`src/rtl/lsu_pkg.sv`:
```
// Shared types, byte-enable codes and small data helpers for the LSU data-memory master.
package lsu_pkg;

  typedef enum logic [1:0] {
    SZ_BYTE = 2'd0,
    SZ_HALF = 2'd1,
    SZ_WORD = 2'd2
  } size_e;

  typedef enum logic [1:0] {
    IDLE   = 2'd0,
    ACCESS = 2'd1,
    SPLIT  = 2'd2,
    RESP   = 2'd3
  } state_e;

  localparam logic [3:0] BE_WORD  = 4'b0000;
  localparam logic [3:0] BE_BYTE  = 4'b1000;
  localparam logic [3:0] BE_HALF  = 4'b0011;
  localparam logic [3:0] BE_SBYTE = 4'b1100;
  localparam logic [3:0] BE_SHALF = 4'b0100;

  // Size code 11 behaves exactly like a word access.
  function automatic size_e norm_size(input logic [1:0] sz);
    if (sz == 2'd3) begin
      norm_size = SZ_WORD;
    end else begin
      norm_size = size_e'(sz);
    end
  endfunction

  function automatic logic [31:0] store_data(input logic [31:0] d, input size_e sz);
    case (sz)
      SZ_BYTE: store_data = {24'd0, d[7:0]};
      SZ_HALF: store_data = {16'd0, d[15:0]};
      default: store_data = d;
    endcase
  endfunction

  function automatic logic [7:0] byte_sel(input logic [31:0] d, input logic [1:0] k);
    case (k)
      2'd0:    byte_sel = d[7:0];
      2'd1:    byte_sel = d[15:8];
      2'd2:    byte_sel = d[23:16];
      default: byte_sel = d[31:24];
    endcase
  endfunction

  function automatic logic [1:0] last_byte(input size_e sz);
    if (sz == SZ_HALF) begin
      last_byte = 2'd1;
    end else begin
      last_byte = 2'd3;
    end
  endfunction

endpackage

```
`src/rtl/lsu_be_encode.sv`:
```
// Maps access size, signedness and address offset to the memory byte-enable code
// and flags accesses the memory cannot perform in a single cycle.
module lsu_be_encode
  import lsu_pkg::*;
(
  input  size_e      size,
  input  logic       sgn,
  input  logic [1:0] off,
  output logic [3:0] be,
  output logic       misaligned
);

  // Only the low half-lane exists for halfwords, so any non-zero offset must be split.
  always_comb begin
    be         = BE_WORD;
    misaligned = 1'b0;
    case (size)
      SZ_BYTE: begin
        be         = (sgn ? BE_SBYTE : BE_BYTE) | {2'b00, off};
        misaligned = 1'b0;
      end
      SZ_HALF: begin
        be         = sgn ? BE_SHALF : BE_HALF;
        misaligned = (off != 2'b00);
      end
      default: begin
        be         = BE_WORD;
        misaligned = (off != 2'b00);
      end
    endcase
  end

endmodule

```
`src/rtl/lsu_dmem_master.sv`:
```
// Load/store unit driving the byte-enabled data memory; misaligned accesses are split into
// byte cycles, or trapped with rsp_err when LSU_MISALIGN_TRAP_EN is defined.
module lsu_dmem_master
  import lsu_pkg::*;
#(
  parameter int AW = 32,
  parameter int DW = 32
) (
  input  logic          clk,
  input  logic          rst_n,
  input  logic          req_valid,
  output logic          req_ready,
  input  logic          req_we,
  input  logic [1:0]    req_size,
  input  logic          req_signed,
  input  logic [AW-1:0] req_addr,
  input  logic [DW-1:0] req_wdata,
  output logic          rsp_valid,
  output logic [DW-1:0] rsp_rdata,
  output logic          rsp_err,
  output logic          mem_we,
  output logic [3:0]    mem_be,
  output logic [AW-1:0] mem_a,
  output logic [DW-1:0] mem_wd,
  input  logic [DW-1:0] mem_rd
);

  state_e        state_r, state_nxt;
  logic          we_r, sgn_r;
  size_e         size_r, req_sz_s;
  logic [AW-1:0] addr_r, mem_a_nxt;
  logic [DW-1:0] wdata_r, mem_wd_nxt, rdata_nxt;
  logic [1:0]    k_r, k_nxt;
  logic [3:0]    be_s, mem_be_nxt;
  logic          mis_s, accept_s, last_s, sext_s;
  logic          mem_we_nxt, valid_nxt, err_nxt;

  assign req_sz_s = norm_size(req_size);
  assign accept_s = req_valid && req_ready;
  assign last_s   = (k_r == last_byte(size_r));
  assign sext_s   = last_s && (size_r == SZ_HALF) && sgn_r;

  lsu_be_encode u_be_encode (
    .size       (req_sz_s),
    .sgn        (req_signed & ~req_we),
    .off        (req_addr[1:0]),
    .be         (be_s),
    .misaligned (mis_s)
  );

  always_ff @(posedge clk or negedge rst_n) begin
    if (!rst_n) begin
      state_r <= IDLE;
    end else begin
      state_r <= state_nxt;
    end
  end

  always_comb begin
    state_nxt = state_r;
    case (state_r)
      IDLE: begin
        if (accept_s && mis_s) begin
`ifdef LSU_MISALIGN_TRAP_EN
          state_nxt = RESP;
`else
          state_nxt = SPLIT;
`endif
        end else if (accept_s) begin
          state_nxt = ACCESS;
        end else begin
          state_nxt = IDLE;
        end
      end
      ACCESS: state_nxt = RESP;
`ifndef LSU_MISALIGN_TRAP_EN
      SPLIT: begin
        if (last_s) begin
          state_nxt = RESP;
        end else begin
          state_nxt = SPLIT;
        end
      end
`endif
      RESP:    state_nxt = IDLE;
      default: state_nxt = IDLE;
    endcase
  end

  // Outputs are registered, so their next values are derived from the state being entered.
  always_comb begin
    mem_we_nxt = 1'b0;
    mem_be_nxt = BE_WORD;
    mem_a_nxt  = '0;
    mem_wd_nxt = '0;
    k_nxt      = k_r;
    valid_nxt  = (state_nxt == RESP);
    err_nxt    = 1'b0;
    rdata_nxt  = rsp_rdata;
    case (state_nxt)
      ACCESS: begin
        mem_we_nxt = req_we;
        mem_be_nxt = be_s;
        mem_a_nxt  = req_addr;
        mem_wd_nxt = store_data(req_wdata, req_sz_s);
      end
      SPLIT: begin
        if (state_r == IDLE) begin
          k_nxt      = 2'd0;
          mem_a_nxt  = req_addr;
          mem_wd_nxt = {24'd0, req_wdata[7:0]};
          mem_we_nxt = req_we;
        end else begin
          k_nxt      = k_r + 2'd1;
          mem_a_nxt  = addr_r + AW'(k_nxt);
          mem_wd_nxt = {24'd0, byte_sel(wdata_r, k_nxt)};
          mem_we_nxt = we_r;
        end
        mem_be_nxt = {2'b10, mem_a_nxt[1:0]};
      end
      default: mem_we_nxt = 1'b0;
    endcase
    if (accept_s) begin
      rdata_nxt = '0;
    end else if (state_r == ACCESS && !we_r) begin
      rdata_nxt = mem_rd;
    end else if (state_r == SPLIT && !we_r && sext_s) begin
      rdata_nxt = {{16{mem_rd[7]}}, mem_rd[7:0], rsp_rdata[7:0]};
    end else if (state_r == SPLIT && !we_r) begin
      rdata_nxt[{k_r, 3'b000} +: 8] = mem_rd[7:0];
    end else begin
      rdata_nxt = rsp_rdata;
    end
`ifdef LSU_MISALIGN_TRAP_EN
    err_nxt = accept_s && mis_s;
`endif
  end

  always_ff @(posedge clk or negedge rst_n) begin
    if (!rst_n) begin
      req_ready <= 1'b1;
      rsp_valid <= 1'b0;
      rsp_rdata <= '0;
      rsp_err   <= 1'b0;
      mem_we    <= 1'b0;
      mem_be    <= BE_WORD;
      mem_a     <= '0;
      mem_wd    <= '0;
    end else begin
      req_ready <= (state_nxt == IDLE);
      rsp_valid <= valid_nxt;
      rsp_rdata <= rdata_nxt;
      rsp_err   <= err_nxt;
      mem_we    <= mem_we_nxt;
      mem_be    <= mem_be_nxt;
      mem_a     <= mem_a_nxt;
      mem_wd    <= mem_wd_nxt;
    end
  end

  always_ff @(posedge clk or negedge rst_n) begin
    if (!rst_n) begin
      we_r    <= 1'b0;
      sgn_r   <= 1'b0;
      size_r  <= SZ_BYTE;
      addr_r  <= '0;
      wdata_r <= '0;
      k_r     <= 2'd0;
    end else begin
      k_r <= k_nxt;
      if (accept_s) begin
        we_r    <= req_we;
        sgn_r   <= req_signed;
        size_r  <= req_sz_s;
        addr_r  <= req_addr;
        wdata_r <= req_wdata;
      end
    end
  end

endmodule

```
`config.mk`:
```
export PLATFORM = sky130hd
export DESIGN_NAME = lsu_dmem_master
export DESIGN_NICKNAME = d
export VERILOG_FILES = /design/src/rtl/lsu_pkg.sv /design/src/rtl/lsu_be_encode.sv /design/src/rtl/lsu_dmem_master.sv
export SDC_FILE = /design/constraint.sdc
export NUM_CORES = 1
export LEC_CHECK = 0
export CORE_ASPECT_RATIO = 1.1
export CORE_MARGIN = 5
export CORE_UTILIZATION = 40
export CTS_CLUSTER_DIAMETER = 30
export CTS_CLUSTER_SIZE = 8
export DETAILED_ROUTE_END_ITERATION = 8
export GPL_TIMING_DRIVEN = 0
export PLACE_DENSITY = 0.68
export SKIP_CTS_REPAIR_TIMING = 1
export SLEW_MARGIN = 10
export SYNTH_ARGS = -nofsm -noshare
export SYNTH_HDL_FRONTEND = slang
export SYNTH_HIERARCHICAL = 1
export SYNTH_SLANG_ARGS = --single-unit
```
`constraint.sdc`:
```
create_clock -name clk -period 3.3 [get_ports clk]
set_clock_uncertainty 0.15 [all_clocks]
set_input_delay 0.66 -clock clk [delete_from_list [all_inputs] [get_ports clk]]
set_output_delay 0.66 -clock clk [all_outputs]
set_load 0.01 [all_outputs]
```
==> flow_metrics.tcl <==
set metrics [dict create \
    tritoncts "yes" \
    post_synth_inst_count 788 \
    fin_util_pct 55.6 \
    synthDistinctLibCells 56 \
    ios 207 \
    area_growth_pct 38.1 \
    clk_path_buf_depth 2 \
    period_minus_slack_ps 3110 \
    numPortBuffers 204 \
    hold_ws_ps 37.7 \
    end_kind "flop" \
    wirelength_mm 24.1 \
    crit_fanout 10 \
    start_util_pct 40.3 \
    ys_seq_elements 175 \
    grt_start_max_net_pins 91 \
    slew_violations 0 \
    synthFlopType "dfrtp_1" \
    die_h_um 158 \
    clkSlewWorstSetupHoldPaths_ps 70 \
    worst-setup-path-type "input pin to flop" \
    placed_cell_area_mm2 0.0103 \
    htreeDepth 4 \
    grt_overflow_total 0 \
    chipWidth_um 144 \
    clk_latency_ps 440 \
    slew_headroom_pct 53.7 \
    postLayoutCellArea_mm2 0.0109 \
    layout-drive-gt1-share_pct 6.63 \
    numCtsBuffers 17 \
    cap_violations 0 \
    leakage_nw 5.12 \
    drtAntennaViolNets 0 \
    synthArstFlopShare_pct 100 \
    arrival_ps 3300 \
    power_density_mw_per_mm2 746 \
    hold_violations 0 \
    cts.sinks 175 \
    setup_viol 0 \
    routabilityCongestion 0.874 \
    grt_setup_unrepaired "no" \
    yosysWarningCount 6 \
    timing.final.crit_share_pct 94.2 \
    cp-start-kind "input pin" \
    syn_area_mm2 0.00792 \
    num_vias 6763 \
    layout_common_cells "234 x nand2_1, 203 x clkdlybuf4s50_1, 174 x dfrtp_1, 48 x a22o_1, 31 x clkbuf_1" \
    core-area_mm2 0.0197 \
    num_antenna_cells 0 \
    first_iter_violations 565 \
    tightest_slew_ps 694 \
    final_common_cell "nand2_1" \
    viasPerCell 5.30 \
    nets 1132 \
    synthesis.nets 908 \
    required_ps 3500 \
    synth_edf_count 0 \
    antenna_found_initial 0 \
    wl_per_cell_um 18.9 \
    ys_seq_area_share_pct 55.3 \
    rows 54 \
    max_freq_ghz 0.322 \
    worstHoldPathType "input pin to async pin" \
    grt_pass1_vias 6723 \
    status "finished clean" \
    grt_first_pass_wirelength_mm 37.0 \
    drc_errors 0 \
    hpwlAfterDp_mm 17.1 \
    firstDrtPassIters 8 \
    dieArea_mm2 0.0227 \
    syn_avg_cell_area_um2 10.1 \
    grt_use_total_pct 21.2 \
    cts_root_buf "clkbuf_16" \
    ir_worst_vdd_mv 0.406 \
]
==> where the power goes <==
group	internal (W)	leakage, nW	switching (W)
logic	0.00133	2.53	0.00159
registers	0.00277	2.31	0.000459
clock network	0.00102	0.281	0.000987
total	0.00512	5.12	0.00304
==> logic make-up (layout without fill, tap and decap cells) <==
group	after synthesis	count (layout)	share of synthesized area (%)
simple gates	353	353	20.5
compound gates	151	151	14.6
flops	175	175	55.3
fa+ha+maj	17	17	2.78
buf+inv	58	295	3.08
xor+xnor	30	30	3.32
other cells	1	1	0.0473
mux	3	3	0.395
==> final timing paths <==
kind / end / start / depth (start not counted) / slack (ps)
max: mem_be[1] / req_size[0] / 11 / 190
min in group clk: wdata_r[7] / wdata_r[7] / 2 / 330
max reg2reg: mem_be[1] / state_r[0] / 10 / 290
min reg2reg: wdata_r[7] / wdata_r[7] / 2 / 330
max in group asynchronous: mem_wd[28] / rst_n / 2 / 2080
min: mem_a[21] / rst_n / 1 / 40
==> worst max-delay path, cell delays in order <==
cell and delay [ps]:
clkdlybuf4s50_1 480, nor2b_2 250, nor2_1 80, nor2_1 180, nor2_1 90, a21oi_1 240, ha_1 300, nor2b_1 320
clkbuf_1 490, nand2_1 120, o21ai_0 100
==> flip-flops by register name (all words and copies together) (netlist names) <==
| signal | flops |
|---|---|
| addr_r | 32 |
| wdata_r | 32 |
| mem_be | 4 |
| mem_wd | 32 |
| we_r | 1 |
| k_r | 2 |
| sgn_r | 1 |
| mem_we | 1 |
| state_r | 2 |
| req_ready | 1 |
| size_r | 2 |
| rsp_rdata | 32 |
| mem_a | 32 |
| rsp_valid | 1 |
==> cell type report <==
type                       count  area (um^2)
clock inverter                15          178
tap                          252          315
sequential                   175         4380
multi-input combinational    555         3310
timing repair buffer         205         2070
fill                        1762         8730
buffer                        50          224
inverter                       8         30.0
clock buffer                  17          425
==> metrics by stage <==
stage          instances  worst slack (ps)  TNS [ps]  power, W
6_report            1277               192         0   0.00816
5_1_grt             1277              10.3         0   0.00867
4_1_cts             1277              -387    -11840   0.00820
3_5_place_dp        1245              -801    -38250   0.00616
3_3_place_gp        1244             -5980  -1073690   0.00611
2_1_floorplan        788               441         0   0.00483
==> synthesized netlist by cell type, types with 2 or more instances <==
library cell / count / area [um^2]
a21o_1: 16 / 120
a21oi_1: 15 / 75.1
a222oi_1: 8 / 80.1
a22o_1: 48 / 420
a22oi_1: 8 / 60.1
a31oi_1: 2 / 12.5
a32o_1: 7 / 70.1
and2_1: 11 / 68.8
and3_1: 23 / 144
and4_1: 6 / 52.6
buf_2: 6 / 30.0
buf_4: 3 / 22.5
clkbuf_1: 39 / 146
dfrtp_1: 174 / 4350
ha_1: 16 / 200
inv_1: 8 / 30.0
mux2i_1: 2 / 20.0
nand2_1: 234 / 878
nand2b_1: 5 / 31.3
nand3_1: 18 / 90.1
nand3b_1: 2 / 15.0
nand4_1: 14 / 87.6
nand4b_1: 2 / 17.5
nor2_1: 15 / 56.3
nor2b_1: 9 / 56.3
nor3_1: 4 / 20.0
nor4_1: 2 / 12.5
o21ai_0: 29 / 145
o31ai_1: 7 / 52.6
xnor2_1: 23 / 201
xor2_1: 7 / 61.3
==> metal layers <==
| metal | share of wire [%] | wire [um] | GRT usage (%) |
|---|---|---|---|
| met5 | 0 | 0 | 0 |
| met4 | 1.4 | 335 | 5.38 |
| met3 | 8.2 | 1990 | 5.05 |
| met2 | 49 | 11800 | 35.5 |
| met1 | 41 | 9980 | 27.8 |
Power figures use the tool's default switching activity.
